`src/rtl/tick_gen.sv`:
```
// tick_gen: CHANNELS independent down-counting tick dividers with pause/step/restart and period readback.
// Defining TICK_RAMP_EN adds a channel-0 period ramp-down towards MIN_PERIOD every RAMP_TICKS ticks.
module tick_gen #(
  parameter int CHANNELS       = 2,
  parameter int WIDTH          = 11,
  parameter int DEFAULT_PERIOD = 2047,
  parameter int MIN_PERIOD     = 64,
  parameter int RAMP_TICKS     = 16,
  localparam int CW = (CHANNELS > 1) ? $clog2(CHANNELS) : 1
) (
  input  logic                clk,
  input  logic                reset,
  input  logic                pause,
  input  logic                step,
  input  logic                restart,
  input  logic                per_wr,
  input  logic [CW-1:0]       per_ch,
  input  logic [WIDTH-1:0]    per_data,
  output logic [WIDTH-1:0]    per_rd,
  output logic [CHANNELS-1:0] enable
);

  localparam logic [WIDTH-1:0] DEF = WIDTH'(DEFAULT_PERIOD);

  logic [WIDTH-1:0] cnt [CHANNELS];
  logic [WIDTH-1:0] per [CHANNELS];
  logic             advance;

  assign advance = ~pause | step;

  // Selecting through a compare loop makes out-of-range channels read back as zero.
  always_comb begin
    per_rd = '0;
    for (int c = 0; c < CHANNELS; c++) begin
      if (int'(per_ch) == c) per_rd = per[c];
    end
  end

`ifdef TICK_RAMP_EN
  localparam int RW = $clog2(RAMP_TICKS) + 1;
  localparam logic [WIDTH-1:0] MINP = WIDTH'(MIN_PERIOD);

  logic [RW-1:0] ramp_cnt;
  logic          tick0;
  logic          ramp_last;

  assign tick0     = advance & ~restart & (cnt[0] == '0);
  assign ramp_last = (ramp_cnt == RW'(RAMP_TICKS - 1));
`else
  logic unused_ramp_cfg;
  assign unused_ramp_cfg = ^{MIN_PERIOD, RAMP_TICKS};
`endif

  always_ff @(posedge clk or negedge reset) begin
    if (!reset) begin
      for (int c = 0; c < CHANNELS; c++) begin
        cnt[c] <= DEF;
        per[c] <= DEF;
      end
      enable <= '0;
`ifdef TICK_RAMP_EN
      ramp_cnt <= '0;
`endif
    end else begin
      for (int c = 0; c < CHANNELS; c++) begin
        if (restart) begin
          cnt[c]    <= per[c];
          enable[c] <= 1'b0;
        end else if (advance) begin
          if (cnt[c] == '0) begin
            cnt[c]    <= per[c];
            enable[c] <= 1'b1;
          end else begin
            cnt[c]    <= cnt[c] - WIDTH'(1);
            enable[c] <= 1'b0;
          end
        end else begin
          enable[c] <= 1'b0;
        end
      end
`ifdef TICK_RAMP_EN
      if (restart) begin
        ramp_cnt <= '0;
      end else if (tick0) begin
        if (ramp_last) begin
          ramp_cnt <= '0;
          if (per[0] > MINP) per[0] <= per[0] - WIDTH'(1);
        end else begin
          ramp_cnt <= ramp_cnt + RW'(1);
        end
      end
`endif
      // Placed after the ramp update so a host write to channel 0 takes priority.
      for (int c = 0; c < CHANNELS; c++) begin
        if (per_wr && (int'(per_ch) == c)) per[c] <= per_data;
      end
    end
  end

endmodule

```
`config.mk`:
```
export PLATFORM = sky130hd
export DESIGN_NAME = tick_gen
export DESIGN_NICKNAME = d
export VERILOG_FILES = /design/src/rtl/tick_gen.sv
export SDC_FILE = /design/constraint.sdc
export NUM_CORES = 1
export LEC_CHECK = 0
export ABC_AREA = 0
export BUFFER_PORTS_ARGS = -buffer_cell sky130_fd_sc_hd__buf_2
export CELL_PAD_IN_SITES_DETAIL_PLACEMENT = 0
export CELL_PAD_IN_SITES_GLOBAL_PLACEMENT = 1
export CORE_MARGIN = 4
export CORE_UTILIZATION = 30
export CTS_BUF_LIST = sky130_fd_sc_hd__clkbuf_4 sky130_fd_sc_hd__clkbuf_8 sky130_fd_sc_hd__clkbuf_16
export DETAILED_ROUTE_END_ITERATION = 12
export PLACE_DENSITY_LB_ADDON = 0.1
export SLEW_MARGIN = 0
export SYNTH_ARGS = -nofsm -noshare
export SYNTH_HDL_FRONTEND = slang
export SYNTH_SLANG_ARGS = --single-unit
```
`constraint.sdc`:
```
create_clock -name clk -period 4 [get_ports clk]
set_clock_uncertainty 0.15 [all_clocks]
set_input_delay 0.6 -clock clk [delete_from_list [all_inputs] [get_ports clk]]
set_output_delay 0.6 -clock clk [all_outputs]
set_load 0.03 [all_outputs]
```
==> results.yml, run 1 <==
synth:
  synthTopCellsByArea: "dfstp_2 46%, mux2_2 13%, nand2_1 3.4%, a21oi_1 3.0%, nor2_1 2.8%"
  syn_area_per_cell_um2: 10.3
  yosysUniqueCellTypes: 44
  synth_commonest_cells: "44 x dfstp_2, 29 x mux2_2, 23 x nand2_1, 19 x nor2_1, 15 x a21oi_1"
  async_flop_share_pct: 100
  synth_area_mm2: 0.00253
  syn_nets: 269
  netlist.area_leader.share_pct: 45.7
  post-synth-top-count-cell: "dfstp_2"
  ys_seq_area_share_pct: 47.6
  synth-edff-count: 0
  synth_top_area_cell: "dfstp_2"
  synth_ff_type: "dfstp_2"
  synth-seq-cells: 46
  syn_inst: 247
  yosys_warnings: 0
worst_setup_path:
  crit_chain: "inv_1 -> ha_1 -> nor4b_1 -> and3_1 -> or4_1 -> a21oi_1 -> a21o_1"
  crit_fanout: 7
  start_kind: "flop"
  critPathRequiredTime_ps: 4090
  cp_slowest_cell: "dfstp_2"
  end_kind: "flop"
  cp_data_arrival_time_ps: 2380
  critPathKind: "reg -> reg"
  max_stage_delay_ps: 580
detailed_routing:
  drt_iter0_drc: 95
  num_vias: 1947
  drc: 0
  ant_nets: 0
  first_pass_iters: 4
  avgRoutedWirePerCell_um: 17.5
  viasPerCell: 5.15
  wl_mm: 6.61
clock_network:
  tritoncts.num_buffers: 5
  numClockSinks: 46
  cts-resized-gates: 0
  clkSlewWorstSetupHoldPaths_ps: 100
  clkLatencyLatePin_ps: 300
  cts_root_buf: "clkbuf_8"
  holdBufCountCts: 0
  clockBufferDepth: 2
  htreeDepth: 2
  cts_setup_buffers: 0
  cts_tree: "done"
sta:
  hold_viol: 0
  drv_slew: 0
  hold_ws_ps: 32.3
  worst_pin_slew_ps: 1050
  setup_violations: 0
  finalCritPeriodShare_pct: 57.1
  rsz0062_at_grt: "no"
  slew_headroom_pct: 29.8
  fmax_ghz: 0.438
  fin_setup_tns_ps: 0
  finalCriticalPeriod_ps: 2280
placed_design:
  dpl-instance-area_mm2: 0.00277
  dp_hpwl_mm: 4.75
  io_buffer_count: 30
  place_congestion: 0.732
final_layout:
  area_growth_pct: 13.0
  final_area_mm2: 0.00286
  diodes: 0
  final_nets: 294
  drive_gt1_share_pct: 42.9
floorplanning:
  die_x_um: 99.9
  die-area_mm2: 0.00998
  rows: 33
  num_io_pins: 31
  die_y_um: 99.9
  core_region_area_mm2: 0.00822
  start_util_pct: 30.8
grt:
  grt_pass1_wl_mm: 10.8
  grt_usage_pct: 13.9
  grt_pass1_vias: 1908
  overflow: 0
  grt_max_degree: 35
  antenna_found_initial: 0
hold_path:
  hp-class: "in -> async"
power:
  p_total_mw: 1.34
  cellPowerDensity_mw_per_mm2: 469
  vdd_drop_max_v: 0.000144
  total_leakage_power_nw: 1.11
run_status:
  status: "completed"
job:
  maxCapViolCount: 0
-- worst paths after layout --
path | from | endpoint | slack (ps) | cells after the start
min in group clk | per[3] | cnt[3] | 350 | 2
max | cnt[0] | cnt[6] | 1720 | 7
min reg2reg | per[3] | cnt[3] | 350 | 2
max reg2reg | cnt[0] | cnt[6] | 1720 | 7
max in group asynchronous | reset | per[12] | 2860 | 2
min | reset | enable[1] | 30 | 1
-- per-layer routing --
| layer | vias to the layer above | global-route usage, % | wire [um] | part of all wire, % |
|---|---|---|---|---|
| met5 | - | 0 | 0 | 0 |
| met4 | 0 | 3.15 | 38 | 0.57 |
| met3 | 2 | 2.64 | 236 | 3.6 |
| met2 | 38 | 20.2 | 3000 | 45 |
| met1 | 947 | 21.4 | 3340 | 50 |
| li1 | 960 | - | - | - |
-- critical path, delay by kind of cell, from the launching register on --
family,cells,cell delay [ps]
and+or+nand+nor,3,970
DFF,1,580
AOI/OAI and AO/OA,2,280
adders and majority gates,1,190
buffers and inverters,1,70
-- sequential cells by signal (all words and copies together) (netlist names) --
signal,flops
cnt,22
enable,2
per,22
-- kinds of logic after synthesis --
group | count (synthesis) | synth area share [%]
flops | 46 | 47.6
compound gates | 62 | 16.4
buf+inv | 21 | 3.41
fa+ha+maj | 4 | 1.98
simple gates | 85 | 17.7
mux | 29 | 12.9
-- power by group --
group          internal [mW]  total [mW]  switching, mW
sequential             0.604       0.697         0.0921
clock                  0.127       0.303          0.177
combinational          0.151       0.342          0.191
total                  0.882        1.34          0.460
-- layout make-up --
type	count	area, um^2
multi-input cells	180	1240
well taps	105	131
inverters	7	26.3
flip-flops and latches	46	1210
repair buffers	32	165
clock inverters	3	25.0
clock buffers	5	68.8
fillers	867	5350
-- per-stage QoR --
step	std cells	util, %	worst slack (ps)
CTS	378	34.8	1700
detailed placement	370	33.7	1550
global placement	370	33.7	1590
finish	378	34.8	1720
floorplan	247	-	1560
global route	378	34.8	1580
-- cells in the final DEF (no fill, tap or decap), types with 3 or more instances in the layout --
cell and count:
a21oi_1 15, mux2_2 29, buf_2 30, inv_1 7
o21ai_0 13, nor3_1 12, nor2b_1 3, ha_1 4
o22ai_1 3, dfstp_2 44, nand2_1 23, nor3b_1 4
nand3_1 5, clkbuf_8 5, o22a_1 8, and3_1 3
nand4_1 3, a211oi_1 3, nor2_1 19
Note: power is estimated with default switching activity, not from simulation.
==> run 2: changes to the inputs <==
--- a/config.mk
+++ b/config.mk
@@ -5,7 +5,7 @@
 export SDC_FILE = /design/constraint.sdc
 export NUM_CORES = 1
 export LEC_CHECK = 0
-export ABC_AREA = 0
+export ABC_AREA = 1
 export BUFFER_PORTS_ARGS = -buffer_cell sky130_fd_sc_hd__buf_2
 export CELL_PAD_IN_SITES_DETAIL_PLACEMENT = 0
 export CELL_PAD_IN_SITES_GLOBAL_PLACEMENT = 1
==> constraint.sdc (replaced) <==
create_clock -name clk -period 1.8 [get_ports clk]
set_clock_uncertainty 0.15 [all_clocks]
set_input_delay 0.27 -clock clk [delete_from_list [all_inputs] [get_ports clk]]
set_output_delay 0.27 -clock clk [all_outputs]
set_load 0.03 [all_outputs]
==> run 2 against run 1 <==
Sequential share of layout area shrank 5.3 points. Worst setup slack lost 1700 ps. Die area grew 9.4%. Area after synthesis grew 10%. Core utilization grew 2.0 points. Critical endpoint is now cnt[14]. Global-route usage shrank 0.35 points. Combinational power grew 130%.
==> results.yml, run 2 <==
placed_design:
  io_buffer_count: 30
  place_congestion: 0.775
  dp_hpwl_mm: 5.21
  dpl.cell_count: 520
  dpl-instance-area_mm2: 0.00309
clock_network:
  numClockSinks: 46
  clockBufferDepth: 2
  cts_tree: "done"
  clkSlewWorstSetupHoldPaths_ps: 100
  htreeDepth: 2
  cts_root_buf: "clkbuf_8"
  clkLatencyLatePin_ps: 300
  tritoncts.num_buffers: 5
sta:
  finalCriticalPeriod_ps: 1760
  rsz0062_at_grt: "yes"
  drv_slew: 0
  hold_ws_ps: 41.4
  finalCritPeriodShare_pct: 97.6
  fmax_ghz: 0.569
  hold_viol: 0
  setup_violations: 0
  slew_headroom_pct: 74.6
  worst_pin_slew_ps: 379
grt:
  grt_usage_pct: 13.6
  grt_pass1_wl_mm: 12.1
  grt_max_degree: 47
  overflow: 0
  antenna_found_initial: 0
  grt_pass1_vias: 2362
final_layout:
  diodes: 0
  final_nets: 444
  reg_top3: "cnt (22), per (22), enable (2)"
  final_cell_mix: "150 x nand2_1, 52 x inv_1, 44 x dfstp_2"
  final_area_mm2: 0.00327
  area_growth_pct: 17.3
  stdcell_count: 531
  drive_gt1_share_pct: 30.3
  final_common_cell: "nand2_1"
floorplanning:
  num_io_pins: 31
  start_util_pct: 31.4
  die-area_mm2: 0.0109
  core_region_area_mm2: 0.00889
  die_y_um: 104
  die_x_um: 104
  rows: 34
job:
  maxCapViolCount: 0
worst_setup_path:
  cp_data_arrival_time_ps: 1840
  critPathKind: "reg -> reg"
  end_kind: "flop"
  start_kind: "flop"
  crit_fanout: 6
  critPathRequiredTime_ps: 1880
  max_stage_delay_ps: 560
  cp_slowest_cell: "dfstp_2"
  crit_chain: "inv_2 -> ha_2 -> inv_1 -> nor2_1 -> nand3_2 -> nor2_2 -> nor2_2 -> buf_2 -> nand2_1 -> nand3_1 -> nand2_1"
run_status:
  status: "completed"
synth:
  synthTopCellsByArea: "dfstp_2 41%, nand2_1 21%, o21ai_0 7.4%, inv_1 7.3%, nand3_1 3.4%"
  yosysUniqueCellTypes: 27
  syn_nets: 407
  netlist.area_leader.share_pct: 41.4
  syn_area_per_cell_um2: 7.25
  synth_commonest_cells: "154 x nand2_1, 54 x inv_1, 44 x dfstp_2, 41 x o21ai_0, 19 x nand3_1"
  syn_inst: 385
  synth_top_area_cell: "dfstp_2"
  ys_seq_area_share_pct: 43.2
  synth-seq-cells: 46
  synth_ff_type: "dfstp_2"
  synth-edff-count: 0
  synth_area_mm2: 0.00279
  async_flop_share_pct: 100
  post-synth-top-count-cell: "nand2_1"
  yosys_warnings: 0
power:
  vdd_drop_max_v: 0.000360
  total_leakage_power_nw: 1.62
  cellPowerDensity_mw_per_mm2: 934
detailed_routing:
  ant_nets: 0
  drc: 0
  num_vias: 2342
  avgRoutedWirePerCell_um: 13.5
  wl_mm: 7.19
  viasPerCell: 4.41
  first_pass_iters: 4
  drt_iter0_drc: 116
hold_path:
  hp-class: "in -> reg"
[run 2: cell count changes after synthesis, moves of 9 or more]
cell and delta:
mux2_2 -29, nand2_1 +131, a21oi_1 -9, o21ai_0 +28, nand3_1 +14, nor3_1 -9, inv_1 +47
[run 2: worst paths after layout]
check	start	endpoint	depth (start not counted)	slack, ps
setup / recovery	cnt[12]	cnt[14]	11	40
hold / removal	per_data[6]	per[17]	3	40
setup reg to reg	cnt[12]	cnt[14]	11	40
hold reg to reg	cnt[11]	cnt[11]	2	330
max in group asynchronous	reset	cnt[0]	3	880
min in group asynchronous	reset	enable[0]	3	320
[run 2: cells by family (layout without fill, tap and decap cells)]
logic type | after synthesis | in the layout | synth area share [%]
AOI/OAI and AO/OA | 49 | 49 | 9.69
xor gates and xnor gates | 1 | 1 | 0.314
and+or+nand+nor | 217 | 217 | 34.5
adders and majority gates | 4 | 4 | 1.79
DFF | 46 | 46 | 43.2
buffers and inverters | 68 | 106 | 10.5
[run 2: cell type report]
class / instances / area [um^2]
fillers: 940 / 5620
multi-input cells: 271 / 1320
flip-flops and latches: 46 / 1210
repair buffers: 44 / 297
inverters: 54 / 203
well taps: 108 / 135
clock buffers: 5 / 68.8
clock inverters: 3 / 43.8
[run 2: repair_timing]
item / CTS / global route
resized for setup: 0 / 21
setup endpoints to repair: 0 / 18
hold buffers: 1 / 0
endpoints found under the hold margin: 2 / 0
setup buffers: 0 / 1
[run 2: worst max-delay path, delay by kind of cell, from the launching register on]
kind | cells | cell delay, ps
simple gates | 7 | 540
buf+inv | 3 | 300
flops | 1 | 560
fa+ha+maj | 1 | 150
[run 2: power by group]
part	leakage [nW]	internal (mW)	switching (mW)	total (mW)
logic	1.07	0.294	0.498	0.792
clock network	0.0585	0.417	0.399	0.816
registers	0.490	1.30	0.148	1.45
total	1.62	2.01	1.05	3.06
[run 2: routing by layer]
metal  wire, um  track usage [%]  vias to the layer above
met4         35             2.56                        0
met5          0                0                        -
met2       3140             20.8                       28
li1           -                -                     1258
met3        175             2.05                        2
met1       3840             20.3                     1054
[run 2: metrics by stage]
step | worst slack [ps] | utilization (%) | TNS, ps | power (mW)
finish | 43.6 | 36.8 | 0 | 3.06
global route | -48.6 | 36.8 | -306 | 3.28
CTS | 19.0 | 36.2 | 0 | 3.07
detailed placement | 51.8 | 34.8 | 0 | 2.23
global placement | 52.7 | 34.8 | 0 | 2.24
floorplan | 153 | - | 0 | 1.98
